## config.mk

```make
export PLATFORM = sky130hd
export DESIGN_NAME = cache_arbiter
export DESIGN_NICKNAME = d
export VERILOG_FILES = /design/src/rtl/cache_arbiter.sv
export SDC_FILE = /design/constraint.sdc
export NUM_CORES = 1
export LEC_CHECK = 0
export CAP_MARGIN = 20
export CELL_PAD_IN_SITES_DETAIL_PLACEMENT = 1
export CELL_PAD_IN_SITES_GLOBAL_PLACEMENT = 1
export CORE_AREA = 2 2 539 541
export DETAILED_ROUTE_END_ITERATION = 7
export DIE_AREA = 0 0 541 543
export GPL_TIMING_DRIVEN = 0
export PLACE_DENSITY_LB_ADDON = 0.1
export SLEW_MARGIN = 20
export SYNTH_ARGS = -nofsm -noshare
export SYNTH_HDL_FRONTEND = slang
export SYNTH_SLANG_ARGS = --single-unit
```

## constraint.sdc

```tcl
create_clock -name clk -period 1.9 [get_ports clk]
set_input_delay 0.38 -clock clk [delete_from_list [all_inputs] [get_ports clk]]
set_output_delay 0.38 -clock clk [all_outputs]
set_load 0.005 [all_outputs]
```

## src/rtl/cache_arbiter.sv

```systemverilog
// Arbitrates the shared memory line port between I-cache and D-cache.
// Ports: i_* I-cache side, d_* D-cache side, m_* memory side, clk/rst.
module cache_arbiter #(
  parameter int LINE_WIDTH = 256,
  parameter int ADDR_WIDTH = 32
) (
  input  logic                  clk,
  input  logic                  rst,
  input  logic                  i_read,
  input  logic [ADDR_WIDTH-1:0] i_addr,
  output logic [LINE_WIDTH-1:0] i_rdata,
  output logic                  i_resp,
  input  logic                  d_read,
  input  logic                  d_write,
  input  logic [ADDR_WIDTH-1:0] d_addr,
  input  logic [LINE_WIDTH-1:0] d_wdata,
  output logic [LINE_WIDTH-1:0] d_rdata,
  output logic                  d_resp,
  output logic                  m_read,
  output logic                  m_write,
  output logic [ADDR_WIDTH-1:0] m_addr,
  output logic [LINE_WIDTH-1:0] m_wdata,
  input  logic [LINE_WIDTH-1:0] m_rdata,
  input  logic                  m_resp
);

  typedef enum logic [1:0] {
    IDLE,
    SERVE_I,
    SERVE_D
  } state_t;

  state_t state, state_n;

  // 0 = I-cache won last, 1 = D-cache won last
  logic                  last_grant;
  logic                  cmd_read;
  logic                  cmd_write;
  logic [ADDR_WIDTH-1:0] cmd_addr;
  logic [LINE_WIDTH-1:0] cmd_wdata;

  logic i_req, d_req;
  logic grant_i, grant_d;

  assign i_req = i_read;
  assign d_req = d_read | d_write;

  assign i_rdata = m_rdata;
  assign d_rdata = m_rdata;

  // Command outputs come only from registers; m_resp never reaches them.
  assign m_read  = cmd_read  & (state != IDLE);
  assign m_write = cmd_write & (state != IDLE);
  assign m_addr  = cmd_addr;
  assign m_wdata = cmd_wdata;

  always_comb begin
    state_n = state;
    grant_i = 1'b0;
    grant_d = 1'b0;
    i_resp  = 1'b0;
    d_resp  = 1'b0;
    unique case (state)
      IDLE: begin
        // On conflict the side that lost last time wins.
        if (i_req && d_req) begin
          grant_i = last_grant;
          grant_d = ~last_grant;
        end else begin
          grant_i = i_req;
          grant_d = d_req;
        end
        if (grant_i) state_n = SERVE_I;
        if (grant_d) state_n = SERVE_D;
      end
      SERVE_I: begin
        if (m_resp) begin
          i_resp  = ~rst;
          state_n = IDLE;
        end
      end
      SERVE_D: begin
        if (m_resp) begin
          d_resp  = ~rst;
          state_n = IDLE;
        end
      end
      default: state_n = IDLE;
    endcase
  end

  always_ff @(posedge clk) begin
    if (rst) begin
      state      <= IDLE;
      last_grant <= 1'b0;
      cmd_read   <= 1'b0;
      cmd_write  <= 1'b0;
      cmd_addr   <= '0;
      cmd_wdata  <= '0;
    end else begin
      state <= state_n;
      if (grant_i) begin
        last_grant <= 1'b0;
        cmd_read   <= 1'b1;
        cmd_write  <= 1'b0;
        cmd_addr   <= i_addr;
      end
      if (grant_d) begin
        last_grant <= 1'b1;
        // A writeback takes priority over a simultaneous read.
        cmd_read   <= d_read & ~d_write;
        cmd_write  <= d_write;
        cmd_addr   <= d_addr;
        cmd_wdata  <= d_wdata;
      end
    end
  end

`ifndef SYNTHESIS
  always @(posedge clk) begin
    if (!rst) begin
      assert (!(d_read && d_write))
        else $error("cache_arbiter: d_read and d_write both high");
    end
  end
`endif

endmodule

```

-- Word-level counts from Yosys, hierarchy flattened
Index checks and enable logic that the tools add are counted.
- input port bits: 582
- flip-flop bits (word level): 293
- output and inout port bits: 804
- bitwise logic cells: 7
- reductions and logical operators: 6
- eq/ne operators: 4
- mux-type cells: 20
- operator list (cell ; number):
    two-way mux 32 bit ; 2
    two-way mux 1 bit ; 14
    two-way mux 2 bit ; 3
    case mux 2 bit (2 select lines) ; 1
    nonzero test 2 bit ; 2
    bitwise AND 1 bit ; 3
    inequality test 3 bit (second input constant) ; 1
    NOT 1 bit ; 3
    == test 2 x 1 -> 1 bit (second input constant) ; 1
    == test 2 bit (second input constant) ; 1
    logical NOT 2 bit ; 1
    inequality test 2 x 1 -> 1 bit (second input constant) ; 1
    AND reduction 2 bit ; 1
    OR reduction 2 bit ; 1
    logical AND 1 bit ; 1
    bitwise OR 1 bit ; 1

-- Logic depth before layout (Yosys ltp)
Gate-level depths: netlist of the first run.
- depth in word-level cells: 7
- gate-level depth with buffers: 8
- mapped depth without buffers: 5

-- Least setup slack after synthesis of the first run
Ideal clock, no wire load.
- kind: register to register
- start point: register state[0]
- end point: register cmd_wdata[168] (netlist: m_wdata[168])
- arrival time: 1586 ps
- period minus slack after synthesis: 1657 ps
- required time: 1830 ps
- cell stages (with the launch flop): 9
- setup slack: 243 ps
- buffers on the path: 3
- library setup time: 70 ps
- cells stage by stage: dfxtp_1 -> inv_1 -> ha_1 -> o21ai_2 -> buf_2 -> buf_2 -> clkbuf_1 -> o21ai_0 -> a21oi_1
- cells in the longest elaborated chain, start to end: 2
- RTL lines (what ; line ; text):
    from (decl) ; 33 ; state_t state, state_n;
    from (signal assigned) ; 101 ; state <= state_n;
    logical NOT 2 bit ; 63 ; unique case (state)
    two-way mux 1 bit ; 63 ;
    to (signal assigned) ; 114 ; cmd_wdata <= d_wdata;
    to (decl) ; 40 ; logic [LINE_WIDTH-1:0] cmd_wdata;
No other way between the ends.
A chain may end at the register's enable or synchronous reset.

-- Worst setup path after layout of the first run
- start point: register state[1]
- end point: register cmd_wdata[4] (netlist: m_wdata[4])
Same word-level chain as after synthesis.

==> flow_metrics.tcl, run 1 <==
set metrics [dict create \
    syn-cell-area_um2 16190 \
    multiInputGateArea_um2 6470 \
    dp_slack_ns -2.639 \
    ant_nets 0 \
    rows 197 \
    numPortBuffers 1128 \
    root_buffer "clkbuf_16" \
    die_x_um 541 \
    setup_viol 94 \
    wire_per_inst_um 22.90 \
    gp_congestion 0.7776 \
    cts_max_path_buffers 3 \
    grt.total_usage 0.1025 \
    fin_nets 3672 \
    boundaryPins 1386 \
    num_vias 18090 \
    syn_to_final_growth_pct 123.9 \
    seq_power_share 0.264 \
    netSwitchingPower_mw 9.920 \
    synth.avg_cell_area_um2 8.690 \
    fin_util 0.1261 \
    dieArea_um2 293800 \
    hpwl_mm 130.7 \
    regArea_um2 5913 \
    ys_seq_area_frac 0.3623 \
    p_clk_frac 0.338 \
    cp.arrival_ns 2.56 \
    ys_ff_latch 293 \
    synth_nets 2448 \
    routed_via_density 2.615 \
    comb_power_share 0.398 \
    cpPeakStageDelay_ns 0.42 \
    reg2reg_from "state[1]" \
    clkTransAtPathRegs_ns 0.06 \
    first_iter_violations 472 \
    cp_data_required_time_ns 2.48 \
    final-max-slew-violation-count 0 \
    max_cap_viol_count 0 \
    hold_viol 0 \
    final.setup_skew_ns 0.01942 \
    cp_cell_sequence "inv_4 > ha_4 > o21ai_4 > buf_12 > buf_16 > buf_12 > clkbuf_16 > or3b_4 > a21oi_2" \
    antenna_found_initial 74 \
    tritoncts "done" \
    hold_class "input port to flip-flop" \
    grt_pass1_vias 19230 \
    worst_pin_slew_ns 1.143 \
    cpMaxStageDelayCell "or3b_4" \
    mostFrequentLayoutCells "clkdlybuf4s50_1, buf_4, dfxtp_1" \
    synth_ff_type "dfxtp_1" \
    clkSinkCount 293 \
    postPlaceCellArea_um2 32210 \
    intPower_mw 18.95 \
    synth_edf_count 0 \
    mostFrequentLayoutCell "clkdlybuf4s50_1" \
    crit_fanout 6 \
    fmax_mhz 504.1 \
    yosys_warnings 0 \
    crit_start "state[1]" \
    drive_above_1_share 0.3615 \
    cts_max_level 2 \
    fillers 33670 \
    yosys.cell_types.count 29 \
    grt_pass1_wl_mm 199.3 \
    fin_crit_ns 1.984 \
    leakage_nw 13.95 \
    critPathKind "flip-flop to flip-flop" \
    hold_start "i_addr[0]" \
    syn-instance-count 1863 \
    cts-buffers-inserted 50 \
    end_kind "flip-flop" \
    slew_headroom 0.2382 \
    crit_path_frequent_cell "buf_12" \
    powerDensity_nw_per_um2 796.5 \
    overflow 0 \
    status "finished, violations left" \
    dr.pass1.iters 4 \
    startpoint_type "flip-flop" \
    period_share 1.044 \
    drc 0 \
    grt_max_degree 13 \
    p_sw_frac 0.3437 \
    wl_mm 158.4 \
    clock_latency_ns 0.66 \
    worst_slack_ns -0.08373 \
    initial_utilization 0.05633 \
    ir_drop_v 0.0007178 \
    rsz0062_at_grt "yes" \
    violations "setup timing" \
    coreArea_um2 287400 \
    die_h_um 543 \
    design_area_um2 36240 \
    async_flop_share 0 \
]
[cells in the mapped netlist, types with 3 or more instances]
library cell,count,share of area
dfxtp_1,293,0.36
o21ai_0,252,0.078
nand2_1,3,0.00070
buf_2,10,0.0031
a211oi_1,32,0.015
clkbuf_1,122,0.028
buf_4,512,0.24
or3b_1,256,0.14
ha_1,3,0.0023
inv_1,34,0.0079
o32ai_1,32,0.017
a21oi_1,260,0.080
buf_1,3,0.00070
o21ai_1,6,0.0019
nor2b_1,3,0.0012
buf_6,26,0.018
[worst max-delay path, delay by kind of cell (launching register included)]
family	cells	cell delay (ns)
compound gates	2	0.22
fa+ha+maj	1	0.20
buf+inv	5	0.68
flops	1	0.36
simple gates	1	0.42
[layer usage]
metal / vias up / GRT usage / wire length [um]
met3: 173 / 0.05679 / 19800
met1: 8542 / 0.1036 / 55310
met2: 893 / 0.1846 / 80440
li1: 8436 / - / -
met4: 50 / 0.01812 / 2535
met5: - / 0 / 330
[per-stage QoR]
stage | std cells | power, mW | hold WS, ns | setup TNS (ns)
floorplan | 1863 | 10.94 | 0.4451 | 0
global placement | 6772 | 17.75 | 0.4563 | -527.29
detailed placement | 6772 | 17.67 | 0.4689 | -529.01
CTS | 6892 | 29.35 | 0.1789 | -10.48
global route | 6903 | 30.89 | 0.2358 | -12.06
finish | 6918 | 28.87 | 0.2850 | -2.678
[flip-flops by register name (all words and copies together), names as in the netlist]
name,flops
m_wdata,256
m_addr,32
state,2
cmd_write,1
cmd_read,1
last_grant,1
[power by group through the flow]
stage | Sequential [mW] | Clock (mW) | Combinational (mW)
floorplan | 7.59 | 0 | 3.35
global placement | 7.73 | 0 | 10.0
detailed placement | 7.74 | 0 | 9.94
CTS | 7.64 | 10.5 | 11.2
global route | 7.75 | 10.6 | 12.5
finish | 7.62 | 9.77 | 11.5
[final timing paths]
path	endpoint	slack, ns	cells after the start
setup / recovery	m_wdata[4]	-0.08	9
hold / removal	m_addr[0]	0.29	3
setup reg to reg	m_wdata[4]	-0.08	9
hold reg to reg	m_wdata[156]	0.46	2
[final cells by class]
type	instances	share of cell area
Tap cell	3781	0.1305
Timing Repair Buffer	1174	0.3267
Buffer	671	0.1505
Sequential cell	293	0.1632
Multi-Input combinational cell	863	0.1785
Clock inverter	12	0.004039
Inverter	34	0.003659
Clock buffer	73	0.04170
Antenna cell	17	0.001174
[kinds of logic after synthesis]
| family | count (synthesis) | share of synthesized area |
|---|---|---|
| simple gates | 274 | 0.1455 |
| buf+inv | 707 | 0.2955 |
| flops | 293 | 0.3623 |
| fa+ha+maj | 3 | 0.002319 |
| compound gates | 586 | 0.1945 |
[what timing repair did]
action,in CTS,in global routing
cloned,19,8
hold buffers,0,0
setup buffers,17,4
resized for setup,835,364
endpoints found under the setup margin,583,274
pin swaps,12,27
No activity file was read; power rests on OpenSTA's default activity.
==> inputs of run 2 (changes only) <==
--- a/config.mk
+++ b/config.mk
@@ -12,7 +12,7 @@
 export DETAILED_ROUTE_END_ITERATION = 7
 export DIE_AREA = 0 0 541 543
 export GPL_TIMING_DRIVEN = 0
-export PLACE_DENSITY_LB_ADDON = 0.1
+export PLACE_DENSITY = 0.39
 export SLEW_MARGIN = 20
 export SYNTH_ARGS = -nofsm -noshare
 export SYNTH_HDL_FRONTEND = slang
==> run 2 against run 1 <==
  * The run still ends with setup timing left
  * Sequential share of layout area hardly changed
  * Non-clock buffer count is 12 higher
  * Utilization hardly changed
  * Flip-flop and latch count stayed put
  * Via count is 3.6% higher
  * Fmax is 1.3% lower
  * Global-route usage is 1.1 points higher
  * Routed wire length is 12% higher
  * Clock-buffer cell count is 6 lower
  * Worst setup slack worse by 0.026 ns
  * Worst hold slack worse by 0.0053 ns
  * Critical path type is now flip-flop to output pin
  * Largest cell class unchanged
  * Largest power group unchanged
  * Highest routed layer unchanged
==> flow_metrics.tcl, run 2 (synthesis results as in run 1) <==
set metrics [dict create \
    drc 0 \
    cpLargestDelayFamily "flip-flops" \
    multiInputGateArea_um2 6708 \
    cp_data_required_time_ns 1.52 \
    initial_utilization 0.05633 \
    hold_class "input port to flip-flop" \
    worst-path-stages 5 \
    hold_viol 0 \
    netSwitchingPower_mw 9.885 \
    cpPeakStageDelay_ns 0.35 \
    wire_per_inst_um 25.67 \
    fin_cells 6919 \
    setup_viol 155 \
    root_buffer "clkbuf_16" \
    total_power_mw 28.08 \
    final.setup_skew_ns 0.02185 \
    critPathKind "flip-flop to output pin" \
    numPortBuffers 1128 \
    powerDensity_nw_per_um2 773.3 \
    final-max-slew-violation-count 0 \
    boundaryPins 1386 \
    fin_crit_ns 2.010 \
    die_h_um 543 \
    cts_max_path_buffers 3 \
    mostFrequentLayoutCell "clkdlybuf4s50_1" \
    holdPathEnd "m_addr[13]" \
    ant_nets 0 \
    overflow 0 \
    antenna_found_initial 60 \
    dp.cells 6773 \
    period_share 1.058 \
    largest_reg_flops 256 \
    ir_drop_v 0.0005869 \
    ff2ff_path_depth 9 \
    rsz0062_at_grt "yes" \
    cts-buffers-inserted 44 \
    startpoint_type "flip-flop" \
    dr.pass1.iters 4 \
    cp_cell_sequence "inv_2 > ha_4 > buf_6 > nor2b_4 > buf_6" \
    rows 197 \
    worstHoldPathCells 3 \
    path_buf_inv 3 \
    crit_fanout 4 \
    end_kind "output pin" \
    mostFrequentLayoutCells "clkdlybuf4s50_1, buf_4, dfxtp_1" \
    crit_path_frequent_cell "buf_6" \
    reg2reg_from "state[0]" \
    design_area_um2 36320 \
    fmax_mhz 497.6 \
    cts_hold_buf 0 \
    tritoncts "done" \
    die_x_um 541 \
    ff2ff_setup_slack_ns -0.11 \
    p_clk_frac 0.303 \
    grt_max_degree 13 \
    num_vias 18740 \
    cp.arrival_ns 1.63 \
    coreArea_um2 287400 \
    gp_congestion 0.8686 \
    regArea_um2 5912 \
    violations "setup timing" \
    intPower_mw 18.20 \
    clock_latency_ns 0.65 \
    comb_power_share 0.423 \
    cpMaxStageDelayCell "dfxtp_2" \
    slew_headroom 0.3466 \
    leakage_nw 13.82 \
    dp_slack_ns -1.738 \
    first_iter_violations 653 \
    max_cap_viol_count 0 \
    fillers 33760 \
    grt_pass1_wl_mm 217.4 \
    hold_start "i_addr[13]" \
    worst_slack_ns -0.1097 \
    drive_above_1_share 0.3867 \
    seq_power_share 0.273 \
    status "finished, violations left" \
    wl_mm 177.6 \
    clkSinkCount 293 \
    fin_nets 3678 \
    p_sw_frac 0.3520 \
    worst_pin_slew_ns 0.9801 \
    grt_pass1_vias 19850 \
    syn_to_final_growth_pct 124.3 \
    dieArea_um2 293800 \
    tns_ns -7.141 \
    routed_via_density 2.708 \
    grt.total_usage 0.1138 \
    reg2reg_to "m_wdata[238]" \
    clkTransAtPathRegs_ns 0.06 \
    hpwl_mm 153.3 \
    cts_max_level 2 \
    postPlaceCellArea_um2 32230 \
]
-- run 2: cell types whose count changed in the layout (fill, tap and decap cells not counted), sizes merged, moves of 3 or more --
cell,previous run,this run
buf,620,641
clkbuf,186,176
clkdlybuf4s15,50,68
clkdlybuf4s18,3,6
diode,17,14
dlygate4sd2,222,197
-- run 2: worst max path at each step --
stage	slack, ns	endpoint	startpoint
floorplan	0.24	m_wdata[168]	state[0]
global placement	-2.21	m_wdata[104]	d_read
detailed placement	-1.74	m_wdata[107]	d_read
CTS	-0.19	m_write	state[1]
global route	-0.18	m_write	state[0]
finish	-0.11	m_write	state[0]
-- run 2: power groups by stage --
stage	clock [mW]	combinational (mW)	sequential (mW)
global route	9.10	12.8	7.79
global placement	0	9.93	7.77
CTS	8.95	11.2	7.69
detailed placement	0	9.95	7.79
finish	8.52	11.9	7.67
floorplan	0	3.35	7.59
-- run 2: cell type report --
class | instances | share of cell area
sequential | 293 | 0.1628
inverter | 34 | 0.003514
multi-input combinational | 863 | 0.1847
buffer | 668 | 0.1470
timing repair buffer | 1189 | 0.3312
tap | 3781 | 0.1303
antenna | 14 | 0.0009647
clock buffer | 67 | 0.03659
clock inverter | 10 | 0.002963
-- run 2: per-stage QoR --
| step | hold slack (ns) | utilization |
|---|---|---|
| floorplan | 0.4451 | - |
| finish | 0.2797 | 0.1264 |
| detailed placement | 0.4639 | 0.1122 |
| global route | 0.2451 | 0.1263 |
| global placement | 0.4591 | 0.1121 |
| CTS | 0.1982 | 0.1224 |
-- run 2: tightest hold or removal path, cell delays in order --
cell,delay (ns)
clkdlybuf4s50_1,0.39
inv_1,0.05
a211oi_1,0.05
-- run 2: repair_timing --
action / CTS / global route
cloned: 16 / 10
pin swaps: 18 / 40
gates resized for setup: 911 / 392
endpoints found under the setup margin: 583 / 281
buffers inserted: 32 / 7
-- run 2: layer usage --
metal | up-vias | part of all wire | wire [um] | GRT usage
met5 | - | 0.0013 | 224 | 0
met4 | 36 | 0.029 | 5146 | 0.02946
met3 | 157 | 0.11 | 20330 | 0.05489
met2 | 1044 | 0.51 | 89790 | 0.2073
met1 | 9074 | 0.35 | 62090 | 0.1150
li1 | 8427 | - | - | -
==> inputs of run 3 (changes only) <==
--- a/config.mk
+++ b/config.mk
@@ -9,10 +9,12 @@
 export CELL_PAD_IN_SITES_DETAIL_PLACEMENT = 1
 export CELL_PAD_IN_SITES_GLOBAL_PLACEMENT = 1
 export CORE_AREA = 2 2 539 541
+export CTS_CLUSTER_DIAMETER = 50
 export DETAILED_ROUTE_END_ITERATION = 7
 export DIE_AREA = 0 0 541 543
 export GPL_TIMING_DRIVEN = 0
 export PLACE_DENSITY = 0.39
+export SKIP_CTS_REPAIR_TIMING = 1
 export SLEW_MARGIN = 20
 export SYNTH_ARGS = -nofsm -noshare
 export SYNTH_HDL_FRONTEND = slang
==> run 3 against run 2 <==
  * The run still ends with setup timing left
  * Combinational power about the same
  * Utilization increased by 0.33 points
  * Global-route usage down 0.22 points
  * Highest routed layer unchanged
  * Routed wire length down 0.69%
  * First-iteration DRC count is 2.0% higher
  * Sequential share of layout area decreased by 0.41 points
  * Cell count increased by 0.59%
  * Fmax shrank 2.5%
  * Critical endpoint is now i_resp
==> flow_metrics.tcl, run 3 (synthesis results as in run 1) <==
set metrics [dict create \
    dr.pass1.iters 6 \
    dp.cells 6773 \
    powerDensity_nw_per_um2 845.4 \
    cts-buffers-inserted 61 \
    crit_start "state[1]" \
    slew_headroom 0.3521 \
    fin_nets 3685 \
    reg2reg_from "state[1]" \
    wire_per_inst_um 25.34 \
    worst_slack_ns -0.1605 \
    antenna_found_initial 55 \
    rows 197 \
    mostFrequentLayoutCells "clkdlybuf4s50_1, buf_4, dfxtp_1" \
    worstSetupEndpoint "i_resp" \
    mostFrequentLayoutCell "clkdlybuf4s50_1" \
    hpwl_mm 153.3 \
    boundaryPins 1386 \
    final-max-slew-violation-count 0 \
    gp_congestion 0.8686 \
    grt.total_usage 0.1116 \
    max_cap_viol_count 0 \
    total_power_mw 31.50 \
    fin_util 0.1296 \
    comb_power_share 0.367 \
    ff2ff_path_depth 9 \
    overflow 0 \
    die_h_um 543 \
    crit_fanout 3 \
    fmax_mhz 485.3 \
    setup_viol 102 \
    clkTransAtPathRegs_ns 0.05 \
    tritoncts "done" \
    critPathKind "flip-flop to output pin" \
    initial_utilization 0.05633 \
    status "finished, violations left" \
    reg2reg_to "m_wdata[188]" \
    clock_latency_ns 0.71 \
    drive_above_1_share 0.3712 \
    ff2ff_setup_slack_ns -0.09 \
    hold_viol 0 \
    worstHoldPathCells 3 \
    p_sw_frac 0.3327 \
    drc 0 \
    p_clk_frac 0.390 \
    numPortBuffers 1128 \
    syn_to_final_growth_pct 130.1 \
    design_area_um2 37260 \
    fin_cells 6960 \
    ir_drop_v 0.0006871 \
    ant_nets 0 \
    period_share 1.084 \
    clkSinkCount 293 \
    routed_via_density 2.690 \
    first_iter_violations 666 \
    root_buffer "clkbuf_16" \
    postPlaceCellArea_um2 32230 \
    rsz0062_at_grt "yes" \
    worst_pin_slew_ns 0.9718 \
    num_vias 18720 \
    grt_max_degree 18 \
    end_kind "output pin" \
    seq_power_share 0.243 \
    leakage_nw 16.77 \
    grt_pass1_vias 19560 \
    intPower_mw 21.02 \
    fin_crit_ns 2.061 \
    violations "setup timing" \
    final.setup_skew_ns 0.02214 \
    dieArea_um2 293800 \
    cp_data_required_time_ns 1.52 \
    startpoint_type "flip-flop" \
    netSwitchingPower_mw 10.48 \
    cp.arrival_ns 1.68 \
    cts_max_path_buffers 3 \
    fillers 33670 \
    grt_pass1_wl_mm 213.2 \
    coreArea_um2 287400 \
    largest_reg_flops 256 \
    cts_max_level 2 \
    wl_mm 176.4 \
    die_x_um 541 \
    hold_class "input port to flip-flop" \
]
-- run 3: changes by cell type in the layout (fill, tap and decap cells not counted), sizes merged, moves of 11 or more --
cell,previous run,this run
bufinv,1,12
clkbuf,176,247
clkdlybuf4s15,68,0
dlygate4sd2,197,0
dlymetal6s2s,0,218
buf,641,622
diode,14,27
-- run 3: stage by stage --
step / TNS, ns / setup slack, ns / hold slack [ns]
after detailed placement: -389.46 / -1.738 / 0.4639
after global placement: -416.92 / -2.209 / 0.4591
final: -4.257 / -0.1605 / 0.2355
after global routing: -18.13 / -0.2314 / 0.2011
after CTS: -334.98 / -1.268 / 0.1551
after floorplan: 0 / 0.2434 / 0.4451
-- run 3: how the worst min path moves through the flow --
stage | end | start | slack, ns
6_report | m_addr[19] | i_addr[19] | 0.24
5_1_grt | m_addr[19] | i_addr[19] | 0.20
4_1_cts | m_addr[13] | i_addr[13] | 0.16
3_5_place_dp | cmd_write | cmd_write | 0.46
3_3_place_gp | cmd_write | cmd_write | 0.46
2_1_floorplan | cmd_write | cmd_write | 0.45
-- run 3: final cells by class --
| type | instances | area (um2) | share of cell area |
|---|---|---|---|
| Clock inverter | 39 | 613.1 | 0.01646 |
| Inverter | 34 | 132.6 | 0.003560 |
| Timing Repair Buffer | 1176 | 12390 | 0.3325 |
| Clock buffer | 76 | 1673 | 0.04490 |
| Buffer | 671 | 5231 | 0.1404 |
| Antenna cell | 27 | 67.56 | 0.001814 |
| Sequential cell | 293 | 5911 | 0.1587 |
| Tap cell | 3781 | 4731 | 0.1270 |
| Multi-Input combinational cell | 863 | 6509 | 0.1747 |
-- run 3: per-layer routing --
layer | vias up | GRT usage | share of wire | routed length [um]
li1 | 8484 | - | - | -
met1 | 8942 | 0.1114 | 0.33 | 58660
met2 | 1070 | 0.2024 | 0.50 | 88330
met3 | 194 | 0.05849 | 0.13 | 23480
met4 | 30 | 0.02652 | 0.032 | 5707
met5 | - | 0 | 0.0011 | 187
-- run 3: worst max-delay path, stage by stage (launching register included) --
cell and delay, ns:
dfxtp_4 0.36, inv_4 0.04, buf_4 0.13, ha_4 0.14, and3b_1 0.17, buf_6 0.14
-- run 3: power by group through the flow --
stage	Clock (mW)	Combinational [mW]	Sequential [mW]
global placement	0	9.93	7.77
finish	12.3	11.6	7.67
global route	12.9	12.5	7.78
floorplan	0	3.35	7.59
detailed placement	0	9.95	7.79
CTS	12.7	10.0	7.70
